**config.mk**
```make
export PLATFORM = sky130hd
export DESIGN_NAME = data_mem_ctrl_flat
export DESIGN_NICKNAME = d
export VERILOG_FILES = /design/src/rtl/data_mem_ctrl_pkg.sv /design/src/rtl/data_mem_ctrl_if.sv /design/src/rtl/mem_lane_align.sv /design/src/rtl/data_mem_ctrl.sv /design/src/flat_wrapper.sv
export SDC_FILE = /design/constraint.sdc
export NUM_CORES = 1
export LEC_CHECK = 0
export CORE_AREA = 2 2 112 114
export DETAILED_ROUTE_END_ITERATION = 8
export DIE_AREA = 0 0 114 116
export PLACE_DENSITY = 0.79
export SYNTH_ARGS = -nofsm -noshare
export SYNTH_HDL_FRONTEND = slang
export SYNTH_SLANG_ARGS = --single-unit
```
**constraint.sdc**
```tcl
create_clock -name clock -period 2.2 [get_ports clock]
set_input_delay 0.44 -clock clock [delete_from_list [all_inputs] [get_ports clock]]
set_output_delay 0.44 -clock clock [all_outputs]
set_load 0.05 [all_outputs]
```
**src/rtl/data_mem_ctrl_pkg.sv**
```systemverilog
// data_mem_ctrl shared definitions
// access sizes, FSM states, lane masks
package data_mem_ctrl_pkg;

   typedef enum logic [1:0] {
      SZ_WORD = 2'd0,
      SZ_HALF = 2'd1,
      SZ_BYTE = 2'd2
   } size_e;

   typedef enum logic [1:0] {
      S_IDLE   = 2'd0,
      S_ACCESS = 2'd1,
      S_DONE   = 2'd2
   } state_e;

   localparam logic [3:0] BE_WORD = 4'b1111;
   localparam logic [3:0] BE_HI   = 4'b1100;
   localparam logic [3:0] BE_LO   = 4'b0011;
   localparam logic [3:0] BE_B0   = 4'b0001;

   function automatic size_e dec_size(
      input logic b,
      input logic h
   );
      size_e s;
      s = SZ_WORD;
      unique case (1'b1)
         b:       s = SZ_BYTE;
         h:       s = SZ_HALF;
         default: s = SZ_WORD;
      endcase
      return s;
   endfunction

   function automatic logic is_aligned(
      input size_e      s,
      input logic [1:0] a
   );
      logic ok;
      ok = 1'b1;
      unique case (s)
         SZ_WORD: ok = (a == 2'b00);
         SZ_HALF: ok = ~a[0];
         default: ok = 1'b1;
      endcase
      return ok;
   endfunction

endpackage

```
**src/rtl/data_mem_ctrl_if.sv**
```systemverilog
// data_mem_ctrl external memory bus
// master = controller, slave = memory
interface data_mem_ctrl_if #(
   parameter int ADDR_W = 30
);
   logic [31:0]       DataMem_In;
   logic              DataMem_Ready;
   logic              DataMem_Read;
   logic [3:0]        DataMem_Write;
   logic [ADDR_W-1:0] DataMem_Address;
   logic [31:0]       DataMem_Out;

   modport master (
      input  DataMem_In,
      input  DataMem_Ready,
      output DataMem_Read,
      output DataMem_Write,
      output DataMem_Address,
      output DataMem_Out
   );

   modport slave (
      output DataMem_In,
      output DataMem_Ready,
      input  DataMem_Read,
      input  DataMem_Write,
      input  DataMem_Address,
      input  DataMem_Out
   );
endinterface

```
**src/rtl/mem_lane_align.sv**
```systemverilog
// mem_lane_align: store lane shift/enables
// and load lane select/extension
module mem_lane_align
   import data_mem_ctrl_pkg::*;
#(
   parameter bit LITTLE_ENDIAN = 1'b1
) (
   input  size_e       st_size,
   input  logic [1:0]  st_addr,
   input  logic [31:0] st_data,
   output logic [3:0]  st_be,
   output logic [31:0] st_lanes,
   input  size_e       ld_size,
   input  logic [1:0]  ld_addr,
   input  logic        ld_sign,
   input  logic [31:0] ld_raw,
   output logic [31:0] ld_data
);

   // physical byte lane holding a given byte offset
   function automatic logic [1:0] lane(
      input logic [1:0] a
   );
      return LITTLE_ENDIAN ? a : ~a;
   endfunction

   logic [1:0]  sl;
   logic [1:0]  ll;
   logic [7:0]  ld_b;
   logic [15:0] ld_h;

   assign sl   = lane(st_addr);
   assign ll   = lane(ld_addr);
   assign ld_b = ld_raw[{ll, 3'b000} +: 8];
   assign ld_h = ll[1] ? ld_raw[31:16]
                       : ld_raw[15:0];

   always_comb begin
      st_be    = BE_WORD;
      st_lanes = st_data;
      unique case (st_size)
         SZ_BYTE: begin
            st_be    = BE_B0 << sl;
            st_lanes = {4{st_data[7:0]}};
         end
         SZ_HALF: begin
            st_be    = sl[1] ? BE_HI : BE_LO;
            st_lanes = {2{st_data[15:0]}};
         end
         default: begin
            st_be    = BE_WORD;
            st_lanes = st_data;
         end
      endcase
   end

   always_comb begin
      ld_data = ld_raw;
      unique case (ld_size)
         SZ_BYTE:
            ld_data = {{24{ld_sign & ld_b[7]}}, ld_b};
         SZ_HALF:
            ld_data = {{16{ld_sign & ld_h[15]}}, ld_h};
         default:
            ld_data = ld_raw;
      endcase
   end

endmodule

```
**src/rtl/data_mem_ctrl.sv**
```systemverilog
// data_mem_ctrl: MEM-stage load/store/LL/SC
// controller with memory handshake and stall
module data_mem_ctrl
   import data_mem_ctrl_pkg::*;
#(
   parameter int ADDR_W        = 30,
   parameter bit LITTLE_ENDIAN = 1'b1
) (
   input  logic        clock,
   input  logic        reset_n,
   input  logic        MEM_MemRead,
   input  logic        MEM_MemWrite,
   input  logic        MEM_Byte,
   input  logic        MEM_Half,
   input  logic        MEM_SignExtend,
   input  logic        MEM_LLSC,
   input  logic [31:0] MEM_Address,
   input  logic [31:0] MEM_WriteData,
   input  logic        MEM_Exception,
   input  logic        Eret,
   input  logic        IF_Stall,
   output logic [31:0] M_ReadData,
   output logic        M_Stall_Controller,
   output logic        EXC_AdEL,
   output logic        EXC_AdES,
   data_mem_ctrl_if.master dmem
);

   state_e state_q, state_d;

   size_e       size;
   logic        aligned;
   logic        is_ll, is_sc;
   logic        sc_try, sc_fail;
   logic        req;
   logic        start, finish;
   logic [3:0]  st_be;
   logic [31:0] st_lanes;
   logic [31:0] ld_data;

   logic              ll_bit;
   logic              rd_q;
   logic [3:0]        we_q;
   logic [ADDR_W-1:0] addr_q;
   logic [31:0]       out_q;
   size_e             ld_size_q;
   logic [1:0]        ld_addr_q;
   logic              ld_sign_q;
   logic              ll_q, sc_q;

   assign size    = dec_size(MEM_Byte, MEM_Half);
   assign aligned = is_aligned(size, MEM_Address[1:0]);
   assign is_ll   = MEM_MemRead & MEM_LLSC;
   assign is_sc   = MEM_MemWrite & MEM_LLSC;
   assign sc_try  = is_sc & ~MEM_Exception & aligned;
   assign sc_fail = sc_try & ~ll_bit;

   assign req = (MEM_MemRead | MEM_MemWrite)
              & ~MEM_Exception & aligned
              & ~(is_sc & ~ll_bit);

   assign EXC_AdEL = MEM_MemRead & ~aligned;
   assign EXC_AdES = MEM_MemWrite & ~aligned;

   assign start  = (state_q == S_IDLE) & req;
   assign finish = (state_q == S_ACCESS)
                 & dmem.DataMem_Ready;

   mem_lane_align #(
      .LITTLE_ENDIAN(LITTLE_ENDIAN)
   ) u_align (
      .st_size (size),
      .st_addr (MEM_Address[1:0]),
      .st_data (MEM_WriteData),
      .st_be   (st_be),
      .st_lanes(st_lanes),
      .ld_size (ld_size_q),
      .ld_addr (ld_addr_q),
      .ld_sign (ld_sign_q),
      .ld_raw  (dmem.DataMem_In),
      .ld_data (ld_data)
   );

   always_ff @(posedge clock or negedge reset_n) begin
      if (!reset_n) state_q <= S_IDLE;
      else          state_q <= state_d;
   end

   always_comb begin
      state_d            = state_q;
      M_Stall_Controller = 1'b0;
      unique case (state_q)
         S_IDLE: begin
            M_Stall_Controller = req;
            if (req) state_d = S_ACCESS;
         end
         S_ACCESS: begin
            M_Stall_Controller = 1'b1;
            if (dmem.DataMem_Ready) state_d = S_DONE;
         end
         S_DONE: begin
            if (!IF_Stall) state_d = S_IDLE;
         end
         default: state_d = S_IDLE;
      endcase
   end

   always_ff @(posedge clock or negedge reset_n) begin
      if (!reset_n) begin
         rd_q       <= 1'b0;
         we_q       <= '0;
         addr_q     <= '0;
         out_q      <= '0;
         ld_size_q  <= SZ_WORD;
         ld_addr_q  <= '0;
         ld_sign_q  <= 1'b0;
         ll_q       <= 1'b0;
         sc_q       <= 1'b0;
         M_ReadData <= '0;
      end else begin
         if (start) begin
            rd_q      <= MEM_MemRead;
            we_q      <= MEM_MemWrite ? st_be : 4'b0000;
            addr_q    <= MEM_Address[ADDR_W+1:2];
            out_q     <= st_lanes;
            ld_size_q <= size;
            ld_addr_q <= MEM_Address[1:0];
            ld_sign_q <= MEM_SignExtend;
            ll_q      <= is_ll;
            sc_q      <= is_sc;
         end
         if (finish) begin
            rd_q <= 1'b0;
            we_q <= '0;
            if (sc_q)      M_ReadData <= 32'd1;
            else if (rd_q) M_ReadData <= ld_data;
         end
         if ((state_q == S_IDLE) && sc_fail)
            M_ReadData <= '0;
      end
   end

   // Eret wins over an LL completing in the same cycle
   always_ff @(posedge clock or negedge reset_n) begin
      if (!reset_n)
         ll_bit <= 1'b0;
      else if (Eret)
         ll_bit <= 1'b0;
      else if ((state_q == S_IDLE) && sc_try)
         ll_bit <= 1'b0;
      else if (finish && ll_q)
         ll_bit <= 1'b1;
   end

   assign dmem.DataMem_Read    = rd_q;
   assign dmem.DataMem_Write   = we_q;
   assign dmem.DataMem_Address = addr_q;
   assign dmem.DataMem_Out     = out_q;

endmodule

```
**src/flat_wrapper.sv**
```systemverilog
// flat-port wrapper written by rule: the top's interface ports become plain ports
module data_mem_ctrl_flat import data_mem_ctrl_pkg::*;
#(
   parameter int ADDR_W        = 30,
   parameter bit LITTLE_ENDIAN = 1'b1
)
  (clock, reset_n, MEM_MemRead, MEM_MemWrite, MEM_Byte, MEM_Half, MEM_SignExtend, MEM_LLSC, MEM_Address, MEM_WriteData, MEM_Exception, Eret, IF_Stall, M_ReadData, M_Stall_Controller, EXC_AdEL, EXC_AdES, dmem_DataMem_In, dmem_DataMem_Ready, dmem_DataMem_Read, dmem_DataMem_Write, dmem_DataMem_Address, dmem_DataMem_Out);
  data_mem_ctrl_if #(.ADDR_W(ADDR_W)) dmem_i ();
  input  logic clock;
  input  logic reset_n;
  input  logic MEM_MemRead;
  input  logic MEM_MemWrite;
  input  logic MEM_Byte;
  input  logic MEM_Half;
  input  logic MEM_SignExtend;
  input  logic MEM_LLSC;
  input  logic [31:0] MEM_Address;
  input  logic [31:0] MEM_WriteData;
  input  logic MEM_Exception;
  input  logic Eret;
  input  logic IF_Stall;
  output logic [31:0] M_ReadData;
  output logic M_Stall_Controller;
  output logic EXC_AdEL;
  output logic EXC_AdES;
  input wire logic [$bits(dmem_i.DataMem_In)-1:0] dmem_DataMem_In;
  input wire logic [$bits(dmem_i.DataMem_Ready)-1:0] dmem_DataMem_Ready;
  output wire logic [$bits(dmem_i.DataMem_Read)-1:0] dmem_DataMem_Read;
  output wire logic [$bits(dmem_i.DataMem_Write)-1:0] dmem_DataMem_Write;
  output wire logic [$bits(dmem_i.DataMem_Address)-1:0] dmem_DataMem_Address;
  output wire logic [$bits(dmem_i.DataMem_Out)-1:0] dmem_DataMem_Out;
  assign dmem_i.DataMem_In = dmem_DataMem_In;
  assign dmem_i.DataMem_Ready = dmem_DataMem_Ready;
  assign dmem_DataMem_Read = dmem_i.DataMem_Read;
  assign dmem_DataMem_Write = dmem_i.DataMem_Write;
  assign dmem_DataMem_Address = dmem_i.DataMem_Address;
  assign dmem_DataMem_Out = dmem_i.DataMem_Out;
  data_mem_ctrl #(.ADDR_W(ADDR_W), .LITTLE_ENDIAN(LITTLE_ENDIAN)) u_core (.clock(clock), .reset_n(reset_n), .MEM_MemRead(MEM_MemRead), .MEM_MemWrite(MEM_MemWrite), .MEM_Byte(MEM_Byte), .MEM_Half(MEM_Half), .MEM_SignExtend(MEM_SignExtend), .MEM_LLSC(MEM_LLSC), .MEM_Address(MEM_Address), .MEM_WriteData(MEM_WriteData), .MEM_Exception(MEM_Exception), .Eret(Eret), .IF_Stall(IF_Stall), .M_ReadData(M_ReadData), .M_Stall_Controller(M_Stall_Controller), .EXC_AdEL(EXC_AdEL), .EXC_AdES(EXC_AdES), .dmem(dmem_i));
endmodule
```
==> impl_results.md <==
- Status: finished clean
- Biggest area contributors in the synthesized netlist: dfrtp_1 54%, mux2_1 9.5%, mux2i_1 4.5%
- Logic depth of the worst register-to-register path: 6
- Root buffer cell: clkbuf_16
- Total number of vias: ~4.5k
- Hold buffer count at cts: 0
- Startpoint type of the worst setup path: input pin
- Max_cap viols: 0
- Leading area contributor after synthesis: dfrtp_1
- Total Wirelength: approximately 15 mm
- Wire length of the first global-routing pass: about 24 mm
- Width of the die: 114 um
- Number of global-route vias before repair: about 4.7k
- Pin count of the biggest net entering global routing: 66
- Clk pin slew, worst setup/hold paths: around 0.070 ns
- Part of the Yosys area used for sequential elements: between 50 and 60%
- Worst Hold Class: in -> async
- Leakage power of the design: about 3.4 nW
- Input/output buffers: between 200 and 250
- Boundary Pins: between 200 and 250
- Warning count from the yosys run: 0
- Setup slack of the worst register-to-register path: 0.21 ns
- Unrepaired setup endpoints after global routing: no
- Post-Route Hold Slack: about 0.076 ns
- Cell area after synthesis: 5090 um^2
- DRT antenna net count: 0
- Unique masters post-synth: 42
- Met3 global-route usage: 5.02%
- Post-route DRC violation count: 0
- Cells after Synth: ~440
- Worst-path fanout max: 4
- Fraction of registers with async set or reset after synthesis: 100%
- Total congestion overflow after global routing: 0
- Standard cell core area: 11900 um^2
- Final slew viol count: 0
- Fmax: roughly 0.48 GHz
- Worst setup path class: in -> out
- Number of diodes: 0
- Endpoint of the worst-slack reg-to-reg timing path: u_core.M_ReadData[29]$_DFFE_PN0P_
- Final number of setup-violating endpoints: 0
- Inserted Clock Buffers: 9
- Met2 Use GR: 38.4%
- Number of placement rows: 40
- Arrival time reported for the critical path endpoint: 1.67 ns
- # nets final: 783
- Net Count, Synth: 549
- Most common cell after layout, fill and taps aside: clkdlybuf4s50_1
- Commonest non-fill, non-tap cells in the layout: 203 x clkdlybuf4s50_1, 109 x dfrtp_1, 43 x mux2_1
- Total track usage: 22.9%
- Routed length per placed instance: about 18 um
- Launch point of the worst reg-to-reg path: u_core.ld_size_q[0]$_DFFE_PN0P_
- Routing layer with the top usage in global route: met2
- Core occupancy in the finished layout: roughly 67%
- Relative max-transition margin: a little under two thirds
- Number of buffers on the longest clock path: 2
- Detailed-route vias per instance: between 5 and 6
- Number of detailed-routing iterations run before antenna repair: 5
- Slew at the pin closest to its max-slew limit: about 0.54 ns
- Critical Path End: M_Stall_Controller
- Worst ir drop on vdd: 843 uV
- Post-route fraction of the period consumed by the critical path: 95.7%
- Critical Path Source: MEM_Byte
- Count of flip-flops with a built-in enable after synthesis: 0
- Total of fill cells in the finished design: 927
- Share of the synthesized area in the top cell type: 53.5%
- Die Outline Area: 13200 um^2
- Final Hold Violating Endpoints: 0
- Number of register bits inferred by synthesis: between 100 and 150
- Deepest level of the CTS H-tree: 3
- Synth-to-layout area growth: 56.4%
- Final total negative setup slack: 0 ns
- Iter 0 DRT Violations: slightly above 300
- Req. time, crit path: around 1.8 ns
- Power density over the cells: 1470 nW/um^2
- Fin crit period: around 2.1 ns
- Post-DP HPWL: 11.3 mm
- Share of post-route cells with drive strength above 1: 13.0%
- Clock latency on the worst-skew pair: around 0.34 ns
- Die outline height: 116 um
- Initial core utilization: a little over two fifths
- TritonCTS clock tree: done
- Met1 layer usage reported by global route: roughly 29%
- Number of clock sinks: approximately 110
- Syn avg cell area: 11.7 um^2
- Main synth FF type: dfrtp_1
- Endpoint class of the critical path: output port
- Max Clock Skew: 0.00669 ns
- Final weighted congestion in routability-driven placement: about 0.88
- Initial antenna violation count: 0
==> worst min path at each step <==
stage	from	endpoint	slack, ns	cells past startpoint
after floorplan	reset_n	u_core.M_ReadData[0]$_DFFE_PN0P_	0.14	0
after global placement	reset_n	u_core.dmem.DataMem_Address[28]$_DFFE_PN0P_	0.45	2
after detailed placement	reset_n	u_core.dmem.DataMem_Address[22]$_DFFE_PN0P_	0.45	2
after CTS	reset_n	u_core.dmem.DataMem_Address[22]$_DFFE_PN0P_	0.09	2
after global routing	reset_n	u_core.dmem.DataMem_Address[22]$_DFFE_PN0P_	0.1	2
final	reset_n	u_core.dmem.DataMem_Address[22]$_DFFE_PN0P_	0.08	2
==> repair_timing <==
item / in CTS / in global routing
gates cloned: 0 / 0
setup endpoints to repair: 3 / 1
buffers inserted: 1 / 1
pin swaps: 1 / 1
resized for setup: 6 / 0
==> flip-flops by register name, indices dropped and copies added, names as in the netlist <==
register,flops
u_core.M_ReadData,32
u_core.dmem.DataMem_Out,32
u_core.dmem.DataMem_Address,30
u_core.dmem.DataMem_Write,4
u_core.ld_addr_q,2
u_core.ld_size_q,2
u_core.state_q,2
u_core.dmem.DataMem_Read,1
u_core.ld_sign_q,1
u_core.ll_bit,1
u_core.ll_q,1
u_core.sc_q,1
==> through the flow <==
stage	area [um^2]	setup slack [ns]	instances	power, W
2_1_floorplan	5090	0.120	436	0.00762
3_3_place_gp	7660	-0.206	804	0.0100
3_5_place_dp	7660	-0.256	804	0.0102
4_1_cts	7960	0.0942	821	0.0118
5_1_grt	7970	0.00716	822	0.0123
6_report	7970	0.0950	822	0.0117
==> cells in the mapped netlist (3+ instances only) <==
| cell type | n |
|---|---|
| inv_1 | 34 |
| a21boi_1 | 8 |
| nor2_1 | 9 |
| nand2_1 | 34 |
| o211ai_1 | 7 |
| a31oi_1 | 3 |
| dfrtp_1 | 109 |
| ha_1 | 5 |
| mux2_2 | 17 |
| clkbuf_1 | 8 |
| o2bb2ai_1 | 10 |
| mux2i_1 | 23 |
| a21oi_1 | 10 |
| nand2b_1 | 3 |
| buf_2 | 15 |
| a221o_1 | 22 |
| a22oi_1 | 8 |
| buf_1 | 3 |
| mux2_1 | 43 |
| o21ai_0 | 37 |
| nor2b_1 | 3 |
| nand3b_1 | 3 |
| and2_1 | 3 |
==> layer usage <==
metal | vias to the layer above | part of all wire [%]
li1 | 2044 | -
met1 | 2179 | 41
met2 | 212 | 49
met3 | 42 | 6.7
met4 | 0 | 3.3
met5 | - | 0
==> kinds of logic (layout without fill, tap and decap cells) <==
family | count (synthesis) | count (layout) | synth area share (%)
AO/OA/AOI/OAI | 116 | 116 | 16.5
adder cells (fa/ha/maj) | 5 | 5 | 1.23
buffers and inverters | 62 | 301 | 5.08
flip-flops | 109 | 109 | 53.5
multiplexers | 84 | 84 | 18.2
AND/OR/NAND/NOR | 60 | 60 | 5.43
==> layout make-up <==
type	count	area (um^2)	share of cell area [%]
flip-flops and latches	109	2730	34.2
repair buffers	250	2520	31.6
multi-input cells	265	2120	26.6
clock buffers	11	253	3.17
well taps	147	184	2.31
inverters	35	131	1.65
clock inverters	5	35.0	0.440
==> critical path, cell delays in order <==
cell and delay (ns):
dlygate4sd2_1 0.23, inv_1 0.07, ha_2 0.21, nor2b_1 0.14, o22ai_2 0.10, buf_6 0.15, nand2_1 0.10, nand2_2 0.07
buf_12 0.15
==> report_power, final <==
part	switching, W	internal (W)
logic	0.00430	0.00250
clock network	0.000731	0.000829
registers	0.000513	0.00286
Power figures use the tool's default switching activity.
